--- src/rtl/axi4_write_arbiter_if.sv ---
// rtl/axi4_write_arbiter_if.sv - requester and AXI4 write-master bundle for the write arbiter
interface axi4_write_arbiter_if #(
    parameter int NUM_REQ    = 4,
    parameter int ADDR_WIDTH = 32,
    parameter int DATA_WIDTH = 256
);
    logic [NUM_REQ-1:0]            req_valid;
    logic [NUM_REQ*ADDR_WIDTH-1:0] req_addr;
    logic [NUM_REQ*DATA_WIDTH-1:0] req_data;
    logic [NUM_REQ-1:0]            req_ready;
    logic [NUM_REQ-1:0]            req_done;
    logic [NUM_REQ-1:0]            req_error;
    logic                          write_start;
    logic [ADDR_WIDTH-1:0]         write_addr;
    logic [DATA_WIDTH-1:0]         write_data;
    logic                          write_ready;
    logic                          write_done;
    logic                          write_error;

    // master: the arbiter side, which masters the downstream write request
    modport master (
        input  req_valid, req_addr, req_data, write_ready, write_done, write_error,
        output req_ready, req_done, req_error, write_start, write_addr, write_data
    );

    modport slave (
        output req_valid, req_addr, req_data, write_ready, write_done, write_error,
        input  req_ready, req_done, req_error, write_start, write_addr, write_data
    );
endinterface

--- src/rtl/axi4_write_arbiter.sv ---
// rtl/axi4_write_arbiter.sv - round-robin arbiter funnelling requester writes into one AXI4 master
module axi4_write_arbiter #(
    parameter int NUM_REQ        = 4,
    parameter int ADDR_WIDTH     = 32,
    parameter int DATA_WIDTH     = 256,
    parameter int TIMEOUT_CYCLES = 1024
) (
    input  logic                    i_clk,
    input  logic                    i_rst,
    axi4_write_arbiter_if.master    bus,
    output logic                    o_busy,
    output logic [7:0]              o_err_count
);
    localparam int IW = 3;
    localparam int CW = (TIMEOUT_CYCLES > 2) ? $clog2(TIMEOUT_CYCLES) : 1;

    typedef enum logic [1:0] {S_IDLE, S_ISSUE, S_WAIT, S_RESP} state_t;

    state_t                 r_state;
    logic [IW-1:0]          r_last;
    logic [IW-1:0]          r_winner;
    logic [CW-1:0]          r_cnt;
    logic                   r_error;
    logic [NUM_REQ-1:0]     r_req_ready;
    logic [NUM_REQ-1:0]     r_req_done;
    logic [NUM_REQ-1:0]     r_req_error;
    logic                   r_write_start;
    logic [ADDR_WIDTH-1:0]  r_addr;
    logic [DATA_WIDTH-1:0]  r_data;
    logic                   r_busy;
    logic [7:0]             r_err_count;

    logic                   w_found;
    logic [IW-1:0]          w_winner;
    int                     w_best;
    logic [ADDR_WIDTH-1:0]  w_addr;
    logic [DATA_WIDTH-1:0]  w_data;
    logic                   w_resp_err;

    // Distance from (last+1) mod NUM_REQ; the smallest valid distance wins.
    always_comb begin
        w_found  = 1'b0;
        w_winner = '0;
        w_best   = NUM_REQ;
        w_addr   = '0;
        w_data   = '0;
        for (int i = 0; i < NUM_REQ; i++) begin
            if (bus.req_valid[i] &&
                (((i + 2*NUM_REQ - int'(r_last) - 1) % NUM_REQ) < w_best)) begin
                w_best   = (i + 2*NUM_REQ - int'(r_last) - 1) % NUM_REQ;
                w_winner = IW'(i);
                w_found  = 1'b1;
            end
        end
        for (int i = 0; i < NUM_REQ; i++) begin
            if (IW'(i) == w_winner) begin
                w_addr = bus.req_addr[i*ADDR_WIDTH +: ADDR_WIDTH];
                w_data = bus.req_data[i*DATA_WIDTH +: DATA_WIDTH];
            end
        end
    end

    assign w_resp_err = bus.write_done ? bus.write_error : 1'b1;

    always_ff @(posedge i_clk or posedge i_rst) begin
        if (i_rst) begin
            r_state       <= S_IDLE;
            r_last        <= IW'(NUM_REQ - 1);
            r_winner      <= '0;
            r_cnt         <= '0;
            r_error       <= 1'b0;
            r_req_ready   <= '0;
            r_req_done    <= '0;
            r_req_error   <= '0;
            r_write_start <= 1'b0;
            r_addr        <= '0;
            r_data        <= '0;
            r_busy        <= 1'b0;
            r_err_count   <= '0;
        end else begin
            r_req_ready <= '0;
            r_req_done  <= '0;
            r_req_error <= '0;
            case (r_state)
                S_IDLE: begin
                    if (w_found) begin
                        r_winner      <= w_winner;
                        r_last        <= w_winner;
                        r_addr        <= w_addr;
                        r_data        <= w_data;
                        r_req_ready   <= NUM_REQ'(1) << w_winner;
                        r_write_start <= 1'b1;
                        r_busy        <= 1'b1;
                        r_state       <= S_ISSUE;
                    end
                end
                S_ISSUE: begin
                    if (bus.write_ready) begin
                        r_write_start <= 1'b0;
                        r_cnt         <= '0;
                        r_state       <= S_WAIT;
                    end
                end
                S_WAIT: begin
                    // A completion arriving on the expiry cycle beats the timeout.
                    if (bus.write_done || r_cnt == CW'(TIMEOUT_CYCLES - 1)) begin
                        r_error     <= w_resp_err;
                        r_req_done  <= NUM_REQ'(1) << r_winner;
                        r_req_error <= w_resp_err ? (NUM_REQ'(1) << r_winner) : '0;
                        r_state     <= S_RESP;
                    end else begin
                        r_cnt <= r_cnt + 1'b1;
                    end
                end
                S_RESP: begin
                    if (r_error && r_err_count != 8'hFF) begin
                        r_err_count <= r_err_count + 8'd1;
                    end
                    r_busy  <= 1'b0;
                    r_state <= S_IDLE;
                end
                default: r_state <= S_IDLE;
            endcase
        end
    end

    assign bus.req_ready   = r_req_ready;
    assign bus.req_done    = r_req_done;
    assign bus.req_error   = r_req_error;
    assign bus.write_start = r_write_start;
    assign bus.write_addr  = r_addr;
    assign bus.write_data  = r_data;
    assign o_busy          = r_busy;
    assign o_err_count     = r_err_count;
endmodule

--- src/flat_wrapper.sv ---
// flat-port wrapper written by rule: the top's interface ports become plain ports
module axi4_write_arbiter_flat 
#(
    parameter int NUM_REQ        = 4,
    parameter int ADDR_WIDTH     = 32,
    parameter int DATA_WIDTH     = 256,
    parameter int TIMEOUT_CYCLES = 1024
)
  (i_clk, i_rst, o_busy, o_err_count, bus_req_valid, bus_req_addr, bus_req_data, bus_write_ready, bus_write_done, bus_write_error, bus_req_ready, bus_req_done, bus_req_error, bus_write_start, bus_write_addr, bus_write_data);
  axi4_write_arbiter_if #(.NUM_REQ(NUM_REQ), .ADDR_WIDTH(ADDR_WIDTH), .DATA_WIDTH(DATA_WIDTH)) bus_i ();
  input  logic i_clk;
  input  logic i_rst;
  output logic o_busy;
  output logic [7:0] o_err_count;
  input wire logic [$bits(bus_i.req_valid)-1:0] bus_req_valid;
  input wire logic [$bits(bus_i.req_addr)-1:0] bus_req_addr;
  input wire logic [$bits(bus_i.req_data)-1:0] bus_req_data;
  input wire logic [$bits(bus_i.write_ready)-1:0] bus_write_ready;
  input wire logic [$bits(bus_i.write_done)-1:0] bus_write_done;
  input wire logic [$bits(bus_i.write_error)-1:0] bus_write_error;
  output wire logic [$bits(bus_i.req_ready)-1:0] bus_req_ready;
  output wire logic [$bits(bus_i.req_done)-1:0] bus_req_done;
  output wire logic [$bits(bus_i.req_error)-1:0] bus_req_error;
  output wire logic [$bits(bus_i.write_start)-1:0] bus_write_start;
  output wire logic [$bits(bus_i.write_addr)-1:0] bus_write_addr;
  output wire logic [$bits(bus_i.write_data)-1:0] bus_write_data;
  assign bus_i.req_valid = bus_req_valid;
  assign bus_i.req_addr = bus_req_addr;
  assign bus_i.req_data = bus_req_data;
  assign bus_i.write_ready = bus_write_ready;
  assign bus_i.write_done = bus_write_done;
  assign bus_i.write_error = bus_write_error;
  assign bus_req_ready = bus_i.req_ready;
  assign bus_req_done = bus_i.req_done;
  assign bus_req_error = bus_i.req_error;
  assign bus_write_start = bus_i.write_start;
  assign bus_write_addr = bus_i.write_addr;
  assign bus_write_data = bus_i.write_data;
  axi4_write_arbiter #(.NUM_REQ(NUM_REQ), .ADDR_WIDTH(ADDR_WIDTH), .DATA_WIDTH(DATA_WIDTH), .TIMEOUT_CYCLES(TIMEOUT_CYCLES)) u_core (.i_clk(i_clk), .i_rst(i_rst), .bus(bus_i), .o_busy(o_busy), .o_err_count(o_err_count));
endmodule
--- config.mk ---
export PLATFORM = sky130hd
export DESIGN_NAME = axi4_write_arbiter_flat
export DESIGN_NICKNAME = d
export VERILOG_FILES = /design/src/rtl/axi4_write_arbiter_if.sv /design/src/rtl/axi4_write_arbiter.sv /design/src/flat_wrapper.sv
export SDC_FILE = /design/constraint.sdc
export NUM_CORES = 1
export LEC_CHECK = 0
export BUFFER_PORTS_ARGS = -buffer_cell sky130_fd_sc_hd__buf_2
export CAP_MARGIN = 0
export CORE_AREA = 2 2 565 567
export CTS_BUF_LIST = sky130_fd_sc_hd__clkbuf_4
export DETAILED_ROUTE_END_ITERATION = 10
export DIE_AREA = 0 0 567 569
export PLACE_DENSITY = 0.3
export SETUP_SLACK_MARGIN = 0.2
export SKIP_LAST_GASP = 1
export SYNTH_ARGS = -nofsm -noshare
export SYNTH_HDL_FRONTEND = slang
export SYNTH_SLANG_ARGS = --single-unit
--- constraint.sdc ---
create_clock -name i_clk -period 9 [get_ports i_clk]
set_input_delay 0.45 -clock i_clk [delete_from_list [all_inputs] [get_ports i_clk]]
set_output_delay 0.45 -clock i_clk [all_outputs]
set_load 0.02 [all_outputs]
# Word-level counts from Yosys, hierarchy flattened
# Cells that the tools add are included.
[word_totals]
ramBits = 0
romBits = 0
latch_bits = 0
input_bits = 1161
reg_bits = 329
out_inout_bits = 310
word_cells = 104
memories = 0
[op_classes]
div_mod_pow = 0
reduce_logical = 22
n_bitwise = 4
magnitude_cmp = 4
muxes = 37
n_addsub = 10
multipliers = 0
shifts = 2
n_eq_ne = 12
[op_table]
columns = ["cell", "count"]
rows = [
  ["256-bit 2-to-1 mux", 4],
  ["32-bit 2-to-1 mux", 7],
  ["3-bit by 32-bit less-than comparator with 1-bit output", 3],
  ["32-bit by 2-bit subtractor with 32-bit output (second input constant)", 3],
  ["4-bit 2-to-1 mux", 7],
  ["10-bit 2-to-1 mux", 2],
  ["10-bit one-hot mux with 2 select lines", 1],
  ["4-bit by 3-bit subtractor with 5-bit output (first input constant)", 4],
  ["10-bit by 1-bit adder with 10-bit output (second input constant)", 1],
  ["10-bit equality test (second input constant)", 1],
  ["2-bit 2-to-1 mux", 5],
  ["3-bit AND reduction", 3],
  ["8-bit by 1-bit adder with 8-bit output (second input constant)", 1],
  ["1-bit 2-to-1 mux", 8],
  ["8-bit inequality test (second input constant)", 1],
  ["2-bit one-hot mux with 4 select lines", 1],
  ["2-bit AND reduction", 4],
  ["2-bit OR reduction", 4],
  ["2-bit nonzero test", 3],
  ["5-bit by 2-bit subtractor with 6-bit output (second input constant)", 1],
  ["1-bit logical AND", 5],
  ["1-bit bitwise AND", 4],
  ["2-bit equality test (first input constant)", 2],
  ["2-bit equality test (second input constant)", 2],
  ["other kinds (11)", 14],
]

# Logic depth before layout (Yosys ltp)
[depth]
depth_word = 21
mapped_depth = 26
ltp_nobuf = 21

# Worst setup path after synthesis
# Ideal clock, no wire load.
[synth_path]
path_type = "flip-flop to flip-flop"
start = "register u_core.r_last[0]"
end = "register u_core.r_addr[10] (netlist: u_core.bus.write_addr[10])"
slack_ns = 2.926
t_required_ns = 8.866
arrival_ns = 5.939
path_stages_with_launch = 25
path_cell_list = "dfstp_2 > inv_1 > ha_1 > nor4b_2 > nand2_1 > ha_1 > and4bb_2 > o2bb2ai_2 > buf_6 > clkbuf_1 > nor2_1 > a31oi_1 > ha_1 > and4bb_2 > a32o_1 > nor2_1 > o21ai_0 > ha_1 > a21o_1 > nor3_1 > clkbuf_1 > buf_1 > mux2_2 > a32oi_1 > o221ai_2"
[synth_via]
elab_chain_len = 21
word_cells_on_any_way = 43
cone_classes = "add/sub (8); order compare (4); eq/ne (3); mux (14); bitwise (4); reduce/logical (10)"
[synth_rtl]
columns = ["element", "line_no", "text"]
rows = [
  ["from (decl)", "axi4_write_arbiter.sv:20", "logic [IW-1:0] r_last;"],
  ["from (signal assigned)", "axi4_write_arbiter.sv:68", "r_last <= IW'(NUM_REQ - 1);"],
  ["from (signal assigned)", "axi4_write_arbiter.sv:88", "r_last <= w_winner;"],
  ["4-bit by 3-bit subtractor with 5-bit output", "axi4_write_arbiter.sv:49, axi4_write_arbiter.sv:50", ""],
  ["5-bit by 2-bit subtractor with 6-bit output", "axi4_write_arbiter.sv:49, axi4_write_arbiter.sv:50", ""],
  ["2-bit OR reduction (no line)", "-", ""],
  ["1-bit bitwise AND (no line)", "-", ""],
  ["3-bit by 4-bit less-than comparator with 1-bit output", "axi4_write_arbiter.sv:49", "(((i + 2*NUM_REQ - int'(r_last) - 1) % NUM_REQ) < w_best)) begin"],
  ["1-bit logical AND", "axi4_write_arbiter.sv:48", "if (bus.req_valid[i] &&"],
  ["32-bit 2-to-1 mux", "axi4_write_arbiter.sv:48", ""],
  ["3-bit by 32-bit less-than comparator with 1-bit output", "axi4_write_arbiter.sv:49", ""],
  ["[... 2 more ...]", "-", ""],
  ["3-bit by 32-bit less-than comparator with 1-bit output", "axi4_write_arbiter.sv:49", ""],
  ["1-bit logical AND", "axi4_write_arbiter.sv:48", ""],
  ["32-bit 2-to-1 mux", "axi4_write_arbiter.sv:48", ""],
  ["3-bit by 32-bit less-than comparator with 1-bit output", "axi4_write_arbiter.sv:49", ""],
  ["1-bit logical AND", "axi4_write_arbiter.sv:48", ""],
  ["2-bit 2-to-1 mux", "axi4_write_arbiter.sv:48", ""],
  ["3-bit logical NOT", "axi4_write_arbiter.sv:56", "if (IW'(i) == w_winner) begin"],
  ["32-bit 2-to-1 mux (4 in a row)", "axi4_write_arbiter.sv:56", ""],
  ["to (signal assigned)", "axi4_write_arbiter.sv:89", "r_addr <= w_addr;"],
  ["to (decl)", "axi4_write_arbiter.sv:28", "logic [ADDR_WIDTH-1:0] r_addr;"],
]
# Several ways; a longest one is shown, not always the timed one.
# A chain may end at the register's enable or synchronous reset.

# Final worst setup path
[layout_path]
start = "register u_core.r_last[0]"
end = "register u_core.r_data[25] (netlist: u_core.bus.write_data[25])"
[layout_via]
elab_chain_len = 21
word_cells_on_any_way = 43
cone_classes = "add/sub (8); order compare (4); eq/ne (3); mux (14); bitwise (4); reduce/logical (10)"
[layout_rtl]
columns = ["element", "line_no", "text"]
rows = [
  ["4-bit by 3-bit subtractor with 5-bit output", "axi4_write_arbiter.sv:49, axi4_write_arbiter.sv:50", ""],
  ["5-bit by 2-bit subtractor with 6-bit output", "axi4_write_arbiter.sv:49, axi4_write_arbiter.sv:50", ""],
  ["2-bit OR reduction (no line)", "-", ""],
  ["1-bit bitwise AND (no line)", "-", ""],
  ["3-bit by 4-bit less-than comparator with 1-bit output", "axi4_write_arbiter.sv:49", ""],
  ["1-bit logical AND", "axi4_write_arbiter.sv:48", ""],
  ["32-bit 2-to-1 mux", "axi4_write_arbiter.sv:48", ""],
  ["3-bit by 32-bit less-than comparator with 1-bit output", "axi4_write_arbiter.sv:49", ""],
  ["[... 2 more ...]", "-", ""],
  ["3-bit by 32-bit less-than comparator with 1-bit output", "axi4_write_arbiter.sv:49", ""],
  ["1-bit logical AND", "axi4_write_arbiter.sv:48", ""],
  ["32-bit 2-to-1 mux", "axi4_write_arbiter.sv:48", ""],
  ["3-bit by 32-bit less-than comparator with 1-bit output", "axi4_write_arbiter.sv:49", ""],
  ["1-bit logical AND", "axi4_write_arbiter.sv:48", ""],
  ["2-bit 2-to-1 mux", "axi4_write_arbiter.sv:48", ""],
  ["3-bit logical NOT", "axi4_write_arbiter.sv:56", ""],
  ["256-bit 2-to-1 mux (4 in a row)", "axi4_write_arbiter.sv:56", ""],
  ["to (signal assigned)", "axi4_write_arbiter.sv:90", "r_data <= w_data;"],
  ["to (decl)", "axi4_write_arbiter.sv:29", "logic [DATA_WIDTH-1:0] r_data;"],
]
# Several ways; a longest one is shown, not always the timed one.

==> run summary <==
The cell family contributing the most delay on the critical path is buffers and inverters. The synthesized-area fraction occupied by ao, oa, aoi and oai cells is 0.236. For this run, asynchronously set or reset flops after synthesis account for 1.00. The type of destination of the critical path is a flip-flop. After synthesis, the cell types taking the most area are sky130_fd_sc_hd__dfrtp_1 (36%), sky130_fd_sc_hd__mux2_2 (14%), sky130_fd_sc_hd__mux2i_1 (13%). The highest clock rate came out at 122 MHz. The clock skew after layout is 0.0791 ns. The count of different cell masters after synthesis came out at 60.

The total grt overflow is 0. The critical path is of the flip-flop to flip-flop type. The relative contribution of sequential cells to total power came out at 0.143. The worst-case vdd ir drop came out at 0.000292 V. For the worst setup path, the data arrival time is 9.19 ns. The width of the die is 567 microns. Fill cells in the final layout number 36100. The fraction of synthesized cell area taken by the top area cell type came out at 0.355.

The clock network latency to the later pin of the worst-skew pair is 1.16 ns. The layout net count is 6262. The number of vias per cell is 3.44. The synthesized-area fraction occupied by adder cells came out at 0.00984. The run finished with clean final reports.

The first-pass GRT wire length is 302000 microns. The number of antenna violations at the first check in global routing is 123. The final worst setup slack came out at 0.827 ns. In the post-synthesis netlist, the cell with the most instances is sky130_fd_sc_hd__dfrtp_1. Of the total power, the clock network draws 0.099. The count of endpoints failing hold in the final timing report came out at 0. The startpoint kind of the worst setup timing path is a flip-flop. Counting every net in the synthesized netlist gives 3362. The power dissipated by switching net loads came out at 9.08 mW. The floorplan die height came out at 569 microns. The placer congestion estimate is 0.963. The number of cells on the worst hold path came out at 4.

In this run, the number of DRC markers left after iteration 0 of detailed routing was 1540. Of the cells placed in the final design, the portion with a size suffix greater than 1 is 0.396. The floorplan die area is 323000 sq um.

The total of flip-flops plus latches after synthesis came out at 327. The synthesized design contains 0 enable-type register cells. The final-report max-slew violation count is 0. The internal power of the cells totals 9.94 mW. The critical path buffer and inverter count is 6. The share of total power consumed by net switching came out at 0.477. The pin slew with the least headroom to its limit came out at 1.17 ns.

The clock period minus final worst setup slack is 8.17 ns. The number of input and output port buffers inserted is 1470. The total power consumption of the routed design is 19.0 mW. The static power due to leakage is 23.0 nW. By area, the combinational part of the netlist is dominated by multiplexers. The area added between synthesis and finish is 125%.

In this run the critical register-to-register path is captured at u_core.bus.write_data[25]$_DFFE_PP0P_. The post-synthesis cell type with the largest combined area is sky130_fd_sc_hd__dfrtp_1. The detailed-route wire length per cell is 24.4 microns.

The sink of the worst hold path is u_core.bus.write_addr[31]$_DFFE_PP0P_. Setup violations remaining at the end of the flow were counted as 0. The startpoint identified for the worst hold timing path is bus_req_addr[63]. Of the synthesized area, sequential elements account for 0.358. The first-pass iteration count of the detailed router came out at 5. The number of maximum-capacitance constraint violations is 0.

The initial cell density of the core came out at 0.0723. CTS placed an instance of sky130_fd_sc_hd__clkbuf_4 at the clock tree root. The average cell area after synthesis is 10.5 sq um. During I/O placement, the number of pins put on the boundary was 1471. The data required time at the worst endpoint is 10.02 ns.

The number of standard cells after synthesis is 2183. By count the netlist is led by sky130_fd_sc_hd__dfrtp_1 (325), sky130_fd_sc_hd__inv_1 (301), sky130_fd_sc_hd__mux2_2 (291). The worst-case register-to-register setup slack came out at 0.83 ns.

The deepest level of the CTS H-tree came out at 3. The core box area came out at 317000 sq um. The most used flip-flop cell after synthesis is sky130_fd_sc_hd__dfrtp_1. The count of vias placed by the detailed router is 32300. The synthesized area is 22900 sq um. The relative slew slack is 0.223.

The final routed DRC violation total is 0. The dominant cell type by count on the critical path is sky130_fd_sc_hd__ha_1. During synthesis, Yosys emitted a total of 0 warnings. The worst reg2reg path startpoint is u_core.r_last[0]$_DFFE_PP1P_.

Of the total synthesized cell area, the portion taken by XOR and XNOR cells is 0.00536. In this run the core area contains 207 standard-cell rows. The simple logic cell fraction of the synthesized area is 0.0239. The total global routing track utilization is 0.136. The setup TNS came out at 0 ns. The portion of synthesized area spent on multiplexers is 0.270. The final routed wirelength across all metal layers is 230000 microns. Detailed placement ended at an HPWL of 187000 microns. The CTS clock-pin slew for the worst setup and hold paths came out at 0.06 ns. The sink count of the clock tree came out at 327. In this run the cell area measured after placement is 35300 sq um. The kind of path behind the tightest hold check is input pin to flip-flop. The top fanout value on the critical path is 36. The deepest clock path buffer count came out at 4.

The share of total power dissipated in combinational logic is 0.759. The cell area after layout came out at 51600 sq um. TritonCTS built the clock tree. The number of global-route vias before repair is 34300.

In this run the worst setup path begins at u_core.r_last[0]$_DFFE_PP1P_. The detail route stage leaves a number of antenna-violating nets equal to 0. Measured in cells, the most critical reg-to-reg path has a length of 25. The maximum cell stage delay along the critical path came out at 0.62 ns.

For this design, the slowest cell found on the critical path is sky130_fd_sc_hd__dfstp_2. The clock buffer count from CTS is 121. Entering global routing, the biggest net connects 108 pins.

The total power divided by cell area came out at 369 nW/um^2. The worst setup timing slack at the placement stage came out at 1.68 ns. Setup repair after global routing left no endpoint under its margin.

The share of the clock period used by the worst path is 0.908.
worst reg2reg max path: stages (launching register included):
cell	delay, ns
sky130_fd_sc_hd__dfstp_2	0.62
sky130_fd_sc_hd__inv_1	0.13
sky130_fd_sc_hd__ha_1	0.24
sky130_fd_sc_hd__nor4b_2	0.52
sky130_fd_sc_hd__nand2_1	0.16
sky130_fd_sc_hd__ha_1	0.32
sky130_fd_sc_hd__and4bb_2	0.27
sky130_fd_sc_hd__o2bb2ai_4	0.35
sky130_fd_sc_hd__nor2_1	0.09
sky130_fd_sc_hd__a31oi_1	0.19
sky130_fd_sc_hd__ha_1	0.27
sky130_fd_sc_hd__and4bb_2	0.26
sky130_fd_sc_hd__a32o_1	0.27
sky130_fd_sc_hd__nor2_2	0.32
sky130_fd_sc_hd__o21ai_0	0.17
sky130_fd_sc_hd__ha_1	0.31
sky130_fd_sc_hd__a21o_1	0.22
sky130_fd_sc_hd__nor3_2	0.36
sky130_fd_sc_hd__buf_12	0.28
sky130_fd_sc_hd__buf_4	0.43
sky130_fd_sc_hd__mux2_2	0.35
sky130_fd_sc_hd__dlygate4sd3_1	0.55
sky130_fd_sc_hd__a32oi_1	0.14
sky130_fd_sc_hd__dlygate4sd3_1	0.57
sky130_fd_sc_hd__o221ai_1	0.10
sky130_fd_sc_hd__dlygate4sd3_1	0.58
stage by stage:
step | std cells | utilization | hold slack [ns]
after detailed placement | 7677 | 0.112 | 0.496
after global routing | 9369 | 0.163 | 0.0363
after CTS | 9352 | 0.163 | 0.0000790
after global placement | 7677 | 0.112 | 0.490
final | 9393 | 0.163 | 0.220
after floorplan | 2183 | - | 0.487
routing by layer:
| layer | up-vias | part of all wire | track usage |
|---|---|---|---|
| met1 | 15800 | 0.38 | 0.149 |
| li1 | 14600 | - | - |
| met3 | 403 | 0.091 | 0.0512 |
| met4 | 58 | 0.054 | 0.0639 |
| met5 | - | 0.0016 | 0 |
| met2 | 1523 | 0.48 | 0.233 |
layout make-up:
class,count,area [sq um],share of cell area
Clock inverter,24,106,0.00206
Clock buffer,188,1410,0.0274
Inverter,301,1130,0.0220
Timing Repair Buffer,3002,22900,0.443
Antenna cell,41,103,0.00199
Multi-Input combinational cell,1330,12600,0.243
Tap cell,4180,5230,0.101
Sequential cell,327,8190,0.159
state kept, by name, summed over array words and instances, names as in the netlist:
signal,cells
u_core.bus.req_done,4
u_core.bus.req_error,4
u_core.bus.req_ready,4
u_core.r_error,1
u_core.r_cnt,10
u_core.o_busy,1
u_core.r_last,2
u_core.bus.write_start,1
u_core.bus.write_data,256
u_core.r_winner,2
u_core.o_err_count,8
u_core.r_state,2
u_core.bus.write_addr,32
power by group through the flow:
stage | Clock (mW) | Sequential (mW) | Combinational (mW)
floorplan | 0 | 3.40 | 5.67
global placement | 0 | 2.73 | 11.1
detailed placement | 0 | 2.75 | 11.1
CTS | 2.01 | 2.73 | 14.5
global route | 2.07 | 2.81 | 15.4
finish | 1.87 | 2.72 | 14.4
worst max-delay path by stage:
stage / cells past startpoint / end / slack, ns
final: 25 / u_core.bus.write_data[25]$_DFFE_PP0P_ / 0.83
after global routing: 25 / u_core.bus.write_data[25]$_DFFE_PP0P_ / 0.43
after CTS: 25 / u_core.bus.write_data[25]$_DFFE_PP0P_ / 0.60
after detailed placement: 22 / u_core.bus.write_data[133]$_DFFE_PP0P_ / 1.68
after global placement: 23 / u_core.bus.write_data[133]$_DFFE_PP0P_ / 1.56
after floorplan: 24 / u_core.bus.write_addr[10]$_DFFE_PP0P_ / 2.93
layout by cell type, fill, tap and decap left out, types with 3 or more instances in the layout:
master,netlist,layout
sky130_fd_sc_hd__nor2b_1,4,4
sky130_fd_sc_hd__buf_2,48,1470
sky130_fd_sc_hd__mux2i_1,289,289
sky130_fd_sc_hd__inv_1,301,300
sky130_fd_sc_hd__o21ai_0,7,7
sky130_fd_sc_hd__o221ai_1,278,278
sky130_fd_sc_hd__xnor2_1,10,10
sky130_fd_sc_hd__buf_12,0,28
sky130_fd_sc_hd__o221ai_2,9,9
sky130_fd_sc_hd__nor2_1,20,19
sky130_fd_sc_hd__a32oi_1,290,290
sky130_fd_sc_hd__nand4_1,9,9
sky130_fd_sc_hd__clkbuf_4,0,188
sky130_fd_sc_hd__clkinvlp_4,0,4
sky130_fd_sc_hd__buf_4,7,41
sky130_fd_sc_hd__nand2_1,18,18
sky130_fd_sc_hd__dlygate4sd3_1,0,1463
sky130_fd_sc_hd__xor2_1,4,4
sky130_fd_sc_hd__nor3_1,13,12
sky130_fd_sc_hd__mux2_2,291,291
sky130_fd_sc_hd__and3_1,6,6
sky130_fd_sc_hd__dfrtp_1,325,325
sky130_fd_sc_hd__diode_2,0,41
sky130_fd_sc_hd__nand2b_1,4,4
sky130_fd_sc_hd__clkinv_1,0,20
sky130_fd_sc_hd__nand3_1,9,9
sky130_fd_sc_hd__a21oi_1,6,4
sky130_fd_sc_hd__a22o_1,3,3
sky130_fd_sc_hd__ha_1,18,18
kinds of logic (layout without fill, tap and decap cells):
| group | count (synthesis) | after routing |
|---|---|---|
| buf+inv | 526 | 3515 |
| compound gates | 616 | 616 |
| other cells | 0 | 41 |
| xor+xnor | 14 | 14 |
| flops | 327 | 327 |
| mux | 581 | 581 |
| simple gates | 101 | 101 |
| fa+ha+maj | 18 | 18 |
what timing repair did:
action,4_1_cts,5_1_grt
buffers inserted,0,0
endpoints found under the setup margin,0,1
endpoints found under the hold margin,587,0
gates resized for setup,0,1
hold buffers,1463,0
Note: power is estimated with default switching activity, not from simulation.
